<file path="config.mk">
export PLATFORM = sky130hd
export DESIGN_NAME = ingress_port_arbiter
export DESIGN_NICKNAME = d
export VERILOG_FILES = /design/src/rtl/ingress_port_arbiter.sv
export SDC_FILE = /design/constraint.sdc
export NUM_CORES = 1
export LEC_CHECK = 0
export CAP_MARGIN = 20
export CORE_ASPECT_RATIO = 0.6
export CORE_MARGIN = 4
export CORE_UTILIZATION = 55
export DETAILED_ROUTE_END_ITERATION = 10
export DONT_BUFFER_PORTS = 1
export GPL_ROUTABILITY_DRIVEN = 0
export MAX_ROUTING_LAYER = met4
export PLACE_DENSITY = 0.7
export SLEW_MARGIN = 25
export SYNTH_ARGS = -nofsm -noshare
export SYNTH_HDL_FRONTEND = slang
export SYNTH_SLANG_ARGS = --single-unit
</file>
<file path="constraint.sdc">
create_clock -name clk -period 2.5 [get_ports clk]
set_input_delay 0 -clock clk [delete_from_list [all_inputs] [get_ports clk]]
set_output_delay 0 -clock clk [all_outputs]
set_load 0.01 [all_outputs]
</file>
<file path="src/rtl/ingress_port_arbiter.sv">
// Round-robin merge of four ingress pointer/byte FIFO pairs into one frame-processor stream.
// A port owns the datapath for a whole frame: pointer offer, length capture, byte transfer, drain.
module ingress_port_arbiter #(
  parameter int unsigned NUM_PORTS = 4,
  parameter int unsigned LEN_W     = 11
) (
  input  logic                    clk,
  input  logic                    rst,
  input  logic [NUM_PORTS-1:0]    port_en,
  input  logic [NUM_PORTS-1:0]    up_ptr_empty,
  input  logic [16*NUM_PORTS-1:0] up_ptr_dout,
  output logic [NUM_PORTS-1:0]    up_ptr_rd,
  input  logic [8*NUM_PORTS-1:0]  up_data_dout,
  output logic [NUM_PORTS-1:0]    up_data_rd,
  output logic                    ptr_sfifo_empty,
  output logic [15:0]             ptr_sfifo_dout,
  input  logic                    ptr_sfifo_rd,
  input  logic                    sfifo_rd,
  output logic [7:0]              sfifo_dout,
  output logic [NUM_PORTS-1:0]    grant,
  output logic                    busy
);

  localparam int unsigned IDX_W = (NUM_PORTS > 1) ? $clog2(NUM_PORTS) : 1;

  localparam logic [4:0] IDLE  = 5'b00001;
  localparam logic [4:0] OFFER = 5'b00010;
  localparam logic [4:0] LEN   = 5'b00100;
  localparam logic [4:0] XFER  = 5'b01000;
  localparam logic [4:0] DRAIN = 5'b10000;

  logic [4:0]           state_q, state_d;
  logic [NUM_PORTS-1:0] grant_q, grant_d;
  logic [IDX_W-1:0]     rr_q, rr_d;
  logic [LEN_W-1:0]     len_q, len_d;
  logic [LEN_W-1:0]     cnt_q, cnt_d;

  logic [NUM_PORTS-1:0] req;
  logic                 pick_valid;
  logic [IDX_W-1:0]     pick_idx;
  logic [IDX_W-1:0]     cand;
  logic [IDX_W-1:0]     grant_idx;
  logic [15:0]          ptr_mux;
  logic [7:0]           byte_mux;
  logic [LEN_W-1:0]     cap_len;

  // First requesting port at or above rr_q, wrapping modulo NUM_PORTS.
  always_comb begin
    req        = port_en & ~up_ptr_empty;
    pick_valid = 1'b0;
    pick_idx   = '0;
    cand       = '0;
    for (int unsigned k = 0; k < NUM_PORTS; k++) begin
      cand = IDX_W'((32'(rr_q) + k) % NUM_PORTS);
      if (!pick_valid && req[cand]) begin
        pick_valid = 1'b1;
        pick_idx   = cand;
      end
    end
  end

  // Grant is one-hot, so OR-ing the selected lanes forms the mux; all zero when idle.
  always_comb begin
    grant_idx = '0;
    ptr_mux   = '0;
    byte_mux  = '0;
    for (int i = 0; i < int'(NUM_PORTS); i++) begin
      if (grant_q[i]) begin
        grant_idx = IDX_W'(i);
        ptr_mux   = ptr_mux | up_ptr_dout[16*i +: 16];
        byte_mux  = byte_mux | up_data_dout[8*i +: 8];
      end
    end
  end

  assign cap_len = ptr_mux[LEN_W-1:0];

  always_comb begin
    state_d = state_q;
    grant_d = grant_q;
    rr_d    = rr_q;
    len_d   = len_q;
    cnt_d   = cnt_q;
    unique case (state_q)
      IDLE: begin
        if (pick_valid) begin
          grant_d           = '0;
          grant_d[pick_idx] = 1'b1;
          state_d           = OFFER;
        end
      end
      OFFER: begin
        // Granted port going empty here is an upstream fault; keep offering regardless.
        if (ptr_sfifo_rd) begin
          state_d = LEN;
        end
      end
      LEN: begin
        len_d   = cap_len;
        cnt_d   = '0;
        state_d = (cap_len == '0) ? DRAIN : XFER;
      end
      XFER: begin
        if (sfifo_rd) begin
          cnt_d = cnt_q + 1'b1;
          if (cnt_d == len_q) begin
            state_d = DRAIN;
          end
        end
      end
      DRAIN: begin
        grant_d = '0;
        rr_d    = grant_idx + 1'b1;
        state_d = IDLE;
      end
      default: begin
        grant_d = '0;
        state_d = IDLE;
      end
    endcase
  end

  always_ff @(posedge clk or posedge rst) begin
    if (rst) begin
      state_q <= IDLE;
      grant_q <= '0;
      rr_q    <= '0;
      len_q   <= '0;
      cnt_q   <= '0;
    end else begin
      state_q <= state_d;
      grant_q <= grant_d;
      rr_q    <= rr_d;
      len_q   <= len_d;
      cnt_q   <= cnt_d;
    end
  end

  // Outputs derive only from registered state so reset clears them without a clock.
  always_comb begin
    grant           = grant_q;
    busy            = (state_q != IDLE);
    ptr_sfifo_empty = (state_q != OFFER);
    ptr_sfifo_dout  = ptr_mux;
    sfifo_dout      = byte_mux;
    up_ptr_rd       = grant_q & {NUM_PORTS{(state_q == OFFER) && ptr_sfifo_rd}};
    up_data_rd      = grant_q & {NUM_PORTS{(state_q == XFER) && sfifo_rd}};
  end

endmodule

</file>
==> impl_metrics.ini <==
[sta]
max_freq_mhz = 447.1
hold_violations = 0
relSlewSlack_pct = 54.89
fin_crit_sh_pct = 89.47
tns_ns = 0
worstMarginPinSlew_ns = 0.6766
rsz0062_at_grt = no
skew_ns = 0.005256
maxSlewViolCount = 0
finalSetupViolations = 0
fin_crit_ns = 2.237

[setup_path]
end_kind = flop
cp_max_fo = 10
slowest_stage = dfrtp_1
r2r_cells = 7
critPathArrivalTime_ns = 2.40
crit_top_cell = nand3_1
startpoint_type = flop
crit_required_ns = 2.66
crit_type = flop to flop
crit_chain = ha_1, nand3_1, nor2_1, xnor2_1, nand3_1, nor4_2, o22ai_1
slowest_delay_ns = 0.52

[finish]
num-fill-cells = 370
layout.nets = 405
syn_to_final_growth_pct = 6.074
drive_above_1_share_pct = 11.45
final_area_um2 = 2644
diodes = 0

[floorplan]
rows = 18
die_w_um = 94.91
die-height_um = 60.15
io_pins = 146
fp.coreArea_um2 = 4234
design.die.area_um2 = 5708
start_util_pct = 58.87

[logic_synthesis]
yosys-top-cells-area = dfrtp_1 (32%), a22oi_1 (14%), nand2_1 (8.1%), mux2_2 (5.4%), xnor2_1 (3.9%)
synth.distinct_cells = 51
synth_cells = 298
synth_edf_count = 0
synthFlopType = dfrtp_1
synth_area_per_cell_um2 = 8.364
yosysWarnings = 0
yosys.area.top_type = dfrtp_1
async_flop_share_pct = 100.0
yosysSeqAreaShare_pct = 33.18
syn_area_um2 = 2492
synthTopCellsByCount = nand2_1 (54), a22oi_1 (48), dfrtp_1 (32)
ys_seq_elements = 33
yosys.cell_count.top_type = nand2_1
synth_top_area_share_pct = 32.13
syn-num-nets = 407

[placement]
hpwl_mm = 6.135
numPortBuffers = 0
placed_area_um2 = 2534

[clock_tree]
clkTransAtPathRegs_ns = 0.07
cts_buffer_depth = 2
clock-sinks = 33
htree_levels = 2
cts_buffers = 5
root_buffer = clkbuf_8
clk_latency_ns = 0.29
cts_tree = yes

[hold_path]
hold_path_depth = 3
hold_path_class = primary input to flop

[global_route]
grt_usage_pct = 27.85
antenna_found_initial = 0
grt_pass1_wl_mm = 11.33
grt_overflow_total = 0
grt_start_max_net_pins = 34
grt_pass1_vias = 2074

[status]
status = finished clean

[route]
vias_per_cell = 6.555
routedWlPerCell_um = 21.77
drtIter0Drc = 313
routed_wl_mm = 7.772
drc = 0
antenna_left = 0
vias = 2340
drtPass1Iterations = 5

[power_and_ir_drop]
powerDensity_nw_per_um2 = 852.5
ir_worst_vdd_mv = 0.5355
total_leakage_power_nw = 1.150

[run]
cap_violations = 0
state kept, by name (all words and copies together), names as in the netlist:
name     flops
state_q      5
rr_q         2
len_q       11
grant        4
cnt_q       11
critical path: cells and delay by family (launching register included):
family	cells	cell delay [ns]
compound gates	1	0.13
xor+xnor	1	0.15
fa+ha+maj	1	0.44
flops	1	0.52
simple gates	4	0.87
placed cells by master, fill, tap and decap left out, types with 7 or more instances in the layout:
cell type	count
a21oi_1	7
a22oi_1	48
and3_1	8
buf_4	7
dfrtp_1	32
inv_1	8
mux2_2	12
nand2_1	54
nand3_1	9
nor2_1	9
o21ai_0	16
xnor2_1	11
metal layers:
metal | vias to the layer above | share of wire [%] | track usage [%]
met5 | - | 0 | -
met4 | 0 | 1.5 | 7.598
met3 | 17 | 9.7 | 9.434
met2 | 112 | 43 | 34.57
met1 | 1107 | 45 | 41.68
li1 | 1104 | - | -
final timing paths:
check                                      start                endpoint  slack, ns
min reg2reg                cnt_q[10]$_DFFE_PP0P_   cnt_q[10]$_DFFE_PP0P_       0.51
max in group asynchronous                    rst  state_q[0]$_DFFE_PP1P_       1.95
min in group asynchronous                    rst    len_q[5]$_DFFE_PP0P_       0.23
max                         cnt_q[0]$_DFFE_PP0P_  state_q[3]$_DFFE_PP0P_       0.26
max reg2reg                 cnt_q[0]$_DFFE_PP0P_  state_q[3]$_DFFE_PP0P_       0.26
min                              up_ptr_dout[56]    len_q[8]$_DFFE_PP0P_       0.10
report_power, final:
part,switching (mW),internal [mW],leakage [nW]
clock,0.189,0.224,0.0455
sequential,0.202,0.645,0.451
combinational,0.602,0.392,0.654
total,0.993,1.26,1.15
final cells by class:
cell class | instances | area [um2] | area share, %
clock buffer | 8 | 90.09 | 3.407
inverter | 8 | 30.03 | 1.136
multi-input combinational | 239 | 1549 | 58.59
sequential | 33 | 827.0 | 31.28
tap | 60 | 75.07 | 2.840
timing repair buffer | 9 | 72.57 | 2.745
logic make-up (layout without fill, tap and decap cells):
family	Yosys count	in the layout	share of synthesized area, %
flip-flops	33	33	33.18
AO/OA/AOI/OAI	91	91	25.55
multiplexers	14	14	6.225
adder cells (fa/ha/maj)	1	1	0.5019
XOR/XNOR	16	16	5.924
buffers and inverters	26	25	4.668
AND/OR/NAND/NOR	117	117	23.94
per-stage QoR:
stage / utilization (%) / cells / power, mW / hold slack [ns] / setup slack [ns]
final: 62.44 / 357 / 2.254 / 0.1002 / 0.2633
after global routing: 62.44 / 357 / 2.432 / 0.1166 / 0.1042
after CTS: 62.44 / 357 / 2.257 / 0.09822 / 0.2999
after detailed placement: 59.84 / 347 / 1.838 / 0.009254 / 0.3243
after global placement: 59.84 / 347 / 1.818 / 0.007082 / 0.4636
after floorplan: - / 298 / 1.599 / 0.1102 / 0.6017
timing repair:
| item | in CTS | in global routing |
|---|---|---|
| gates resized for setup | 0 | 0 |
| hold buffers | 2 | 0 |
| setup buffers | 0 | 0 |
| endpoints found under the hold margin | 34 | 0 |
No activity file was read; power rests on OpenSTA's default activity.
